### src/rtl/weight_buffer_ctrl_if.sv
// weight_buffer_ctrl_if
// Bundles the loader, stream-consumer and SRAM-port signals of the weight
// buffer controller. Clock and reset remain plain ports on the modules.
//   slave  : the controller (drives ld_ready/ld_done, out_valid, stream_done,
//            busy, loaded and the sram_* port).
//   master : the surrounding logic (drives ld_valid/ld_data, start,
//            stream_base/stream_len and out_ready).
interface weight_buffer_ctrl_if;
  // Byte-wide loader
  logic       ld_valid;
  logic [7:0] ld_data;
  logic       ld_ready;
  logic       ld_done;
  // Stream request and consumer
  logic       start;
  logic [5:0] stream_base;
  logic [6:0] stream_len;
  logic       out_valid;
  logic       out_ready;
  logic       stream_done;
  // Status
  logic       busy;
  logic       loaded;
  // Shared SRAM port (active-low controls)
  logic       sram_csb;
  logic       sram_web;
  logic [6:0] sram_addr;
  logic [7:0] sram_wdata;

  modport slave (
    input  ld_valid, ld_data, start, stream_base, stream_len, out_ready,
    output ld_ready, ld_done, out_valid, stream_done, busy, loaded,
           sram_csb, sram_web, sram_addr, sram_wdata
  );

  modport master (
    output ld_valid, ld_data, start, stream_base, stream_len, out_ready,
    input  ld_ready, ld_done, out_valid, stream_done, busy, loaded,
           sram_csb, sram_web, sram_addr, sram_wdata
  );
endinterface

### src/rtl/weight_buffer_ctrl.sv
// weight_buffer_ctrl
// Sequences the single shared port of the 2-bit weight buffer between a
// byte-wide loader (DEPTH packed words) and an in-order pair stream with
// back-pressure. The buffer registers its word on the clock and selects the
// pair combinationally from the address, so every word entered costs one
// PRIME cycle before out_valid may be raised on it.
// Ports:
//   clk      : single clock, shared with the SRAM.
//   reset_n  : synchronous active-low reset.
//   bus      : weight_buffer_ctrl_if.slave (loader, stream, status, SRAM).
module weight_buffer_ctrl #(
  parameter int DEPTH = 16,
  parameter int PAIRS = 4
) (
  input  logic                 clk,
  input  logic                 reset_n,
  weight_buffer_ctrl_if.slave  bus
);

  localparam int CNT_W = $clog2(DEPTH);
  localparam int SEL_W = $clog2(PAIRS);

  typedef enum logic [1:0] {IDLE, LOAD, PRIME, STREAM} state_t;

  state_t           state;
  logic [CNT_W-1:0] ld_cnt;
  logic [5:0]       ptr;
  logic [6:0]       rem;
  logic [5:0]       ptr_nxt;
  logic             ld_fire;

  // A start in IDLE takes priority over a waiting load byte.
  always_comb begin
    // NOTE: assign a default before any branch so always_comb cannot infer a latch.
    bus.ld_ready = 1'b0;
    if (reset_n) begin
      if (state == IDLE)      bus.ld_ready = ~bus.start;
      else if (state == LOAD) bus.ld_ready = 1'b1;
    end
  end

  assign ld_fire  = bus.ld_valid & bus.ld_ready;
  assign ptr_nxt  = ptr + 6'd1;
  assign bus.busy = (state != IDLE);

  always_ff @(posedge clk) begin
    if (!reset_n) begin
      state           <= IDLE;
      ld_cnt          <= '0;
      ptr             <= '0;
      rem             <= '0;
      bus.loaded      <= 1'b0;
      bus.sram_csb    <= 1'b1;
      bus.sram_web    <= 1'b1;
      bus.sram_addr   <= '0;
      bus.sram_wdata  <= '0;
      bus.out_valid   <= 1'b0;
      bus.ld_done     <= 1'b0;
      bus.stream_done <= 1'b0;
    end else begin
      // NOTE: non-blocking assignments throughout, so every register samples
      // pre-edge values and later assignments override earlier defaults.
      bus.ld_done     <= 1'b0;
      bus.stream_done <= 1'b0;

      unique case (state)
        IDLE, LOAD: begin
          bus.sram_csb  <= 1'b1;
          bus.sram_web  <= 1'b1;
          bus.sram_addr <= '0;
          bus.out_valid <= 1'b0;
          if (ld_fire) begin
            // Byte k lands in word k; the write is presented next cycle.
            bus.sram_csb   <= 1'b0;
            bus.sram_web   <= 1'b0;
            bus.sram_addr  <= {1'b0, ld_cnt, {SEL_W{1'b0}}};
            bus.sram_wdata <= bus.ld_data;
            ld_cnt         <= ld_cnt + CNT_W'(1);
            if (ld_cnt == CNT_W'(DEPTH - 1)) begin
              bus.loaded  <= 1'b1;
              bus.ld_done <= 1'b1;
              state       <= IDLE;
            end else begin
              state <= LOAD;
            end
          end else if (state == IDLE && bus.start && bus.loaded) begin
            if (bus.stream_len != 7'd0) begin
              ptr           <= bus.stream_base;
              rem           <= bus.stream_len;
              bus.sram_csb  <= 1'b0;
              bus.sram_addr <= {1'b0, bus.stream_base};
              state         <= PRIME;
            end else begin
              bus.stream_done <= 1'b1;
            end
          end
        end

        PRIME: begin
          // The SRAM latches word ptr at this edge; the pair is valid next cycle.
          bus.out_valid <= 1'b1;
          state         <= STREAM;
        end

        STREAM: begin
          // Without a handshake everything holds and the SRAM re-reads the same word.
          if (bus.out_valid && bus.out_ready) begin
            if (rem == 7'd1) begin
              bus.stream_done <= 1'b1;
              bus.out_valid   <= 1'b0;
              bus.sram_csb    <= 1'b1;
              bus.sram_addr   <= '0;
              state           <= IDLE;
            end else begin
              ptr           <= ptr_nxt;
              rem           <= rem - 7'd1;
              bus.sram_addr <= {1'b0, ptr_nxt};
              if (&ptr[SEL_W-1:0]) begin
                bus.out_valid <= 1'b0;
                state         <= PRIME;
              end
            end
          end
        end

        default: state <= IDLE;
      endcase
    end
  end

endmodule

### src/flat_wrapper.sv
// flat-port wrapper written by rule: the top's interface ports become plain ports
module weight_buffer_ctrl_flat 
#(
  parameter int DEPTH = 16,
  parameter int PAIRS = 4
)
  (clk, reset_n, bus_ld_valid, bus_ld_data, bus_start, bus_stream_base, bus_stream_len, bus_out_ready, bus_ld_ready, bus_ld_done, bus_out_valid, bus_stream_done, bus_busy, bus_loaded, bus_sram_csb, bus_sram_web, bus_sram_addr, bus_sram_wdata);
  weight_buffer_ctrl_if bus_i ();
  input  logic clk;
  input  logic reset_n;
  input wire logic [$bits(bus_i.ld_valid)-1:0] bus_ld_valid;
  input wire logic [$bits(bus_i.ld_data)-1:0] bus_ld_data;
  input wire logic [$bits(bus_i.start)-1:0] bus_start;
  input wire logic [$bits(bus_i.stream_base)-1:0] bus_stream_base;
  input wire logic [$bits(bus_i.stream_len)-1:0] bus_stream_len;
  input wire logic [$bits(bus_i.out_ready)-1:0] bus_out_ready;
  output wire logic [$bits(bus_i.ld_ready)-1:0] bus_ld_ready;
  output wire logic [$bits(bus_i.ld_done)-1:0] bus_ld_done;
  output wire logic [$bits(bus_i.out_valid)-1:0] bus_out_valid;
  output wire logic [$bits(bus_i.stream_done)-1:0] bus_stream_done;
  output wire logic [$bits(bus_i.busy)-1:0] bus_busy;
  output wire logic [$bits(bus_i.loaded)-1:0] bus_loaded;
  output wire logic [$bits(bus_i.sram_csb)-1:0] bus_sram_csb;
  output wire logic [$bits(bus_i.sram_web)-1:0] bus_sram_web;
  output wire logic [$bits(bus_i.sram_addr)-1:0] bus_sram_addr;
  output wire logic [$bits(bus_i.sram_wdata)-1:0] bus_sram_wdata;
  assign bus_i.ld_valid = bus_ld_valid;
  assign bus_i.ld_data = bus_ld_data;
  assign bus_i.start = bus_start;
  assign bus_i.stream_base = bus_stream_base;
  assign bus_i.stream_len = bus_stream_len;
  assign bus_i.out_ready = bus_out_ready;
  assign bus_ld_ready = bus_i.ld_ready;
  assign bus_ld_done = bus_i.ld_done;
  assign bus_out_valid = bus_i.out_valid;
  assign bus_stream_done = bus_i.stream_done;
  assign bus_busy = bus_i.busy;
  assign bus_loaded = bus_i.loaded;
  assign bus_sram_csb = bus_i.sram_csb;
  assign bus_sram_web = bus_i.sram_web;
  assign bus_sram_addr = bus_i.sram_addr;
  assign bus_sram_wdata = bus_i.sram_wdata;
  weight_buffer_ctrl #(.DEPTH(DEPTH), .PAIRS(PAIRS)) u_core (.clk(clk), .reset_n(reset_n), .bus(bus_i));
endmodule
### config.mk
export PLATFORM = sky130hd
export DESIGN_NAME = weight_buffer_ctrl_flat
export DESIGN_NICKNAME = d
export VERILOG_FILES = /design/src/rtl/weight_buffer_ctrl_if.sv /design/src/rtl/weight_buffer_ctrl.sv /design/src/flat_wrapper.sv
export SDC_FILE = /design/constraint.sdc
export NUM_CORES = 1
export LEC_CHECK = 0
export ABC_AREA = 1
export ABC_CLOCK_PERIOD_IN_PS = 2100
export BUFFER_PORTS_ARGS = -buffer_cell sky130_fd_sc_hd__buf_4
export CAP_MARGIN = 5
export CELL_PAD_IN_SITES_DETAIL_PLACEMENT = 2
export CELL_PAD_IN_SITES_GLOBAL_PLACEMENT = 2
export CORE_ASPECT_RATIO = 0.6
export CORE_UTILIZATION = 28
export DETAILED_ROUTE_END_ITERATION = 8
export PLACE_DENSITY_LB_ADDON = 0.1
export SLEW_MARGIN = 20
export SYNTH_ARGS = -nofsm -noshare
export SYNTH_HDL_FRONTEND = slang
export SYNTH_SLANG_ARGS = --single-unit
export TNS_END_PERCENT = 50
### constraint.sdc
create_clock -name clk -period 2.1 [get_ports clk]
set_input_delay 0.42 -clock clk [delete_from_list [all_inputs] [get_ports clk]]
set_output_delay 0.42 -clock clk [all_outputs]
set_load 0.02 [all_outputs]
After elaboration in Yosys (flattened, before gate mapping):

Cells that the tools add are included.

* register bits after elaboration: 40
* input port bits: 26
* output and inout bits: 23
* logic and storage cells: 94

* add/subtract/negate cells: 3
* eq/ne operators: 14
* muxes and demuxes: 46
* bitwise gates (word level): 2
* reduce and logical (&&, ||, !) cells: 17

Operator list (number)
* two-way mux 7 bit: 8
* two-way mux 6 bit: 7
* case mux 7 bit (2 select lines): 2
* two-way mux 1 bit: 18
* two-way mux 2 bit: 6
* case mux 6 bit (2 select lines): 1
* != test 3 x 1 -> 1 bit, second input constant: 3
* AND reduction 3 bit: 3
* != test 2 x 1 -> 1 bit, second input constant: 4
* AND reduction 2 bit: 4
* == test 7 x 1 -> 1 bit, second input constant: 1
* nonzero test 7 bit: 1
* subtractor 7 x 1 -> 7 bit, second input constant: 1
* adder 6 x 1 -> 6 bit, second input constant: 1
* case mux 2 bit (3 select lines): 1
* AND reduction 6 bit: 1
* adder 4 x 1 -> 4 bit, second input constant: 1
* == test 2 bit, second input constant: 2
* == test 4 bit, second input constant: 1
* != test 2 bit, second input constant: 2
* case mux 1 bit (2 select lines): 2
* AND reduction 4 bit: 1
* nonzero test 2 bit: 2
* logical AND 1 bit: 3
* 6 further kinds: 6

Longest topological paths before layout:

* word-level depth: 7
* depth in mapped cells: 11
* gate-level depth less buffers: 11

Worst setup path before layout:

Ideal clock, no wire load.

* path type: flip-flop to flip-flop
* start: register u_core.rem[1]
* end: register u_core.rem[3]
* library setup time: 0.113 ns
* arrival: 1.346 ns
* data required time: 1.987 ns
* path slack: 0.640 ns
* stages on the path, launching flop included: 12
* path buffers: 0
* clock period less this slack: 1.460 ns
* path through: dfxtp_1 inv_1 ha_1 inv_1 nor2_1 nand3_1 o21ai_2 inv_1 nand2_1 nand2_1 nand2_1 nor2_1

* word-level cells in the longest chain between the ends: 4
* elaborated cells between the ends (all ways): 7
* classes of those cells: add/sub (1); eq/ne (2); mux (3); reduce/logical (1)

RTL lines
* start: declaration: RTL line weight_buffer_ctrl.sv:28 `logic [6:0] rem;`
* start signal: assignment: RTL line weight_buffer_ctrl.sv:89 `rem <= bus.stream_len;`
* start signal: assignment: RTL line weight_buffer_ctrl.sv:116 `rem <= rem - 7'd1;`
* subtractor 7 x 1 -> 7 bit: RTL line weight_buffer_ctrl.sv:116
* two-way mux 7 bit: RTL line weight_buffer_ctrl.sv:108 `if (rem == 7'd1) begin`
* two-way mux 7 bit: RTL line weight_buffer_ctrl.sv:107 `if (bus.out_valid && bus.out_ready) begin`
* case mux 7 bit (2 select lines): RTL line weight_buffer_ctrl.sv:66 `unique case (state)`

Parallel ways exist; a longest one is shown, timed or not. The select of a mux whose other input is x is not followed.
A chain may end at the register's enable or synchronous reset.

Worst setup path after layout:

* start: register u_core.state[1]
* end: output port bus_ld_ready

* word-level cells in the longest chain between the ends: 4
* elaborated cells between the ends (all ways): 5
* classes of those cells: eq/ne (1); mux (3); reduce/logical (1)

RTL lines
* start: declaration: RTL line weight_buffer_ctrl.sv:25 `state_t state;`
* start signal: assignment: RTL line weight_buffer_ctrl.sv:48 `state <= IDLE;`
* start signal: assignment: RTL line weight_buffer_ctrl.sv:82 `state <= IDLE;`
* start signal: assignment: RTL line weight_buffer_ctrl.sv:84 `state <= LOAD;`
* == test 2 x 1 -> 1 bit: RTL line weight_buffer_ctrl.sv:38 `else if (state == LOAD) bus.ld_ready = 1'b1;`
* two-way mux 1 bit: RTL line weight_buffer_ctrl.sv:38
* two-way mux 1 bit (*): RTL line weight_buffer_ctrl.sv:37 `if (state == IDLE) bus.ld_ready = ~bus.start;`
* two-way mux 1 bit (*): RTL line weight_buffer_ctrl.sv:36 `if (reset_n) begin`
* end: declaration: RTL line flat_wrapper.sv:17 `output wire logic [$bits(bus_i.ld_ready)-1:0] bus_ld_ready;`

Every way passes the cells marked *; elsewhere a longest branch is shown, timed or not.

==> metrics.txt <==
worst relative slew slack=0.5980; hold bufs inserted after CTS=0; clk_skew=0.005061 ns; cell taking the most area after synthesis=dfxtp_1; Area contributors post-synth=dfxtp_1, nand2_1, nor2_1; first-pass GRT wire length=11780 um; period utilization=0.8774; die area=0.007704 mm2; largest net degree at the start of global routing=32; Ports=49; # nets final=408; Crit. End Element=output pin; worst slew pin tran=0.5984 ns; final WL=7194 um; pwr dens=628.8 mW/mm2; CTS tree=yes; f_max=542.8 MHz; Root Buffer=clkbuf_16; DRC errors left=0; min Tclk post-route=1.842 ns; Psw=0.4110 mW; Die Y=68.39 um; Synth Register Bits=39; Iteration-0 DRC Markers=67; top-area cell type share of the netlist area=0.3796; share of layout cells above drive strength 1=0.1794; internal cell power=1.268 mW; post-cts resize count=0; met2 wire len=3116 um; top layer in use=met4; worst hold slack=0.4023 ns; synthesized area=0.002057 mm2; worst-case clock buffer depth=2; Setup Fix Bufs, Post-CTS=0; Yosys cell types=26; maximum VDD drop=269.1 uV; Final Max Tran Viols=0; via count=2228; Crit Path Class=flop to output pin; synthesis-to-finish area growth=29.81%; total gr overflow=0; CORE AREA=0.006878 mm2; clk slew on worst S/H paths=0.06 ns; Critical Path RT=1.68 ns; M1 WL=3739 um; I/O Buffers=47; initial core utilization=0.2991; initial antenna violation count=0; CTS sink count=39; multi-input logic area=0.001054 mm2; max-cap violations=0; sequential cell area=780.7 um2; sequential fraction of the synthesis area=0.3796; worst skew pair latency=0.29 ns; switching share of power=0.2448; Crit Path Max Fanout=7; FF-to-FF Start=u_core.rem[0]$_SDFFE_PN0P_; DRT Pass-1 Iters=4; RSZ-0062 raised after global routing=no; Max H-tree Level=2; Reg power frac=0.455; vias in the first global route=2335; Vias/cell=4.781; Final Hold Viols=0; outcome=complete, no violations; Logic pwr share=0.098; Clk network pwr share=0.447; ANT cells=0; critical path launch point=u_core.state[1]$_SDFFE_PN0P_; Leakage=1.268 nW; met3 routed WL=256 um; total track usage=0.2028; fillers=887; total CTS buffers=5; Final setup violation count=0; # rows=23; routed len/inst=15.44 um; Critical Path Start Type=flop; post-route ant nets=0; Die X=112.7 um; DP HPWL=5599 um; GPL Wtd Cong=0.7658; Mapped Nets=356; Yosys warnings=0; crit path DAT=1.42 ns; Synth Instances=326; Worst Hold Class=primary input to flop; Hold Crit Start=bus_ld_valid; Syn Area/Cell=6.310 um2; Setup Total Neg Slack=0 ns
-- path summary, 6_finish.rpt --
| path | end | slack, ns | depth (start not counted) |
|---|---|---|---|
| min reg2reg | u_core.bus.sram_wdata[7]$_SDFFE_PN0P_ | 0.45 | 2 |
| max | bus_ld_ready | 0.26 | 5 |
| min | u_core.bus.ld_done$_SDFF_PN0_ | 0.40 | 3 |
| max reg2reg | u_core.rem[5]$_SDFFE_PN0P_ | 0.28 | 10 |
-- cell usage in the layout, fill, tap and decap left out --
cell type | netlist | final
nor3_1 | 4 | 4
xor2_1 | 1 | 1
buf_4 | 3 | 55
nand4_1 | 4 | 4
dfxtp_1 | 39 | 39
clkbuf_16 | 0 | 5
nor2_1 | 52 | 52
o21ai_1 | 1 | 1
o21ai_0 | 30 | 30
nand3_1 | 15 | 15
mux2i_1 | 1 | 1
clkinv_2 | 0 | 1
nor2_2 | 2 | 1
nor2_4 | 0 | 1
nand2_1 | 82 | 82
ha_1 | 4 | 4
nor3b_1 | 1 | 1
nand2_2 | 1 | 1
inv_2 | 1 | 1
clkinv_1 | 1 | 1
o21ai_2 | 2 | 2
a31oi_1 | 2 | 2
a21oi_1 | 25 | 25
conb_1 | 1 | 1
nand3_2 | 1 | 1
clkbuf_1 | 5 | 2
and2_0 | 1 | 1
inv_1 | 45 | 45
-- synth_stat cells --
cell type / instances
dfxtp_1: 39
mux2i_1: 1
conb_1: 1
xor2_1: 1
clkinv_1: 1
nand3_2: 1
clkbuf_1: 5
nor3b_1: 1
nand2_1: 82
nand3_1: 15
o21ai_1: 1
nor2_2: 2
a21oi_1: 25
nand4_1: 4
inv_1: 45
a31oi_1: 2
nand2_2: 1
ha_1: 4
o21ai_2: 2
buf_4: 3
inv_2: 1
nor2_1: 52
o21ai_0: 30
buf_2: 2
nor3_1: 4
and2_0: 1
-- critical path: stages, from the launching register on --
cell,delay [ns]
dfxtp_1,0.52
nor2_2,0.10
nand2_2,0.12
nand2_1,0.07
nor2_1,0.15
buf_4,0.17
-- power by group through the flow --
| stage | logic (mW) | clock network, mW | registers, mW |
|---|---|---|---|
| after CTS | 0.168 | 0.772 | 0.764 |
| after global routing | 0.184 | 0.804 | 0.766 |
| final | 0.165 | 0.750 | 0.764 |
| after detailed placement | 0.166 | 0 | 0.781 |
| after global placement | 0.162 | 0 | 0.779 |
| after floorplan | 0.0677 | 0 | 0.792 |
-- per-stage QoR --
step	util	setup WS [ns]	instance area [um2]	power, mW	std cells
6_report	0.3882	0.2575	2670	1.679	466
2_1_floorplan	-	0.6401	2057	0.8593	326
5_1_grt	0.3882	0.1154	2670	1.754	466
3_3_place_gp	0.3675	0.1639	2527	0.9414	458
4_1_cts	0.3875	0.04443	2665	1.705	466
3_5_place_dp	0.3675	0.05785	2527	0.9472	458
-- layer usage --
metal,vias up,GRT usage
met5,-,0
met4,0,0.05833
met3,10,0.04252
met2,35,0.3333
met1,1059,0.2714
li1,1124,-
-- registers in the layout (all words and copies together), names as in the netlist --
signal                  flops
u_core.bus.ld_done          1
u_core.bus.stream_done      1
u_core.bus.loaded           1
u_core.bus.sram_web         1
u_core.rem                  7
u_core.bus.sram_wdata       8
u_core.bus.sram_addr        6
u_core.bus.sram_csb         1
u_core.bus.out_valid        1
u_core.ld_cnt               4
u_core.ptr                  6
u_core.state                2
-- cells by family (layout without fill, tap and decap cells) --
kind of cell / after synthesis / in the layout / synth area share
other cells: 1 / 1 / 0.001823
compound gates: 60 / 60 / 0.1508
flops: 39 / 39 / 0.3796
mux: 1 / 1 / 0.004866
fa+ha+maj: 4 / 4 / 0.02433
xor+xnor: 1 / 1 / 0.004259
buf+inv: 57 / 110 / 0.1107
simple gates: 163 / 163 / 0.3236
-- cell type report --
| class | count | share of cell area |
|---|---|---|
| multi-input cells | 230 | 0.3946 |
| flip-flops and latches | 39 | 0.2924 |
| clock buffers | 7 | 0.04967 |
| clock inverters | 1 | 0.001874 |
| repair buffers | 55 | 0.1546 |
| well taps | 87 | 0.04077 |
| inverters | 47 | 0.06607 |
Note: power is estimated with default switching activity, not from simulation.
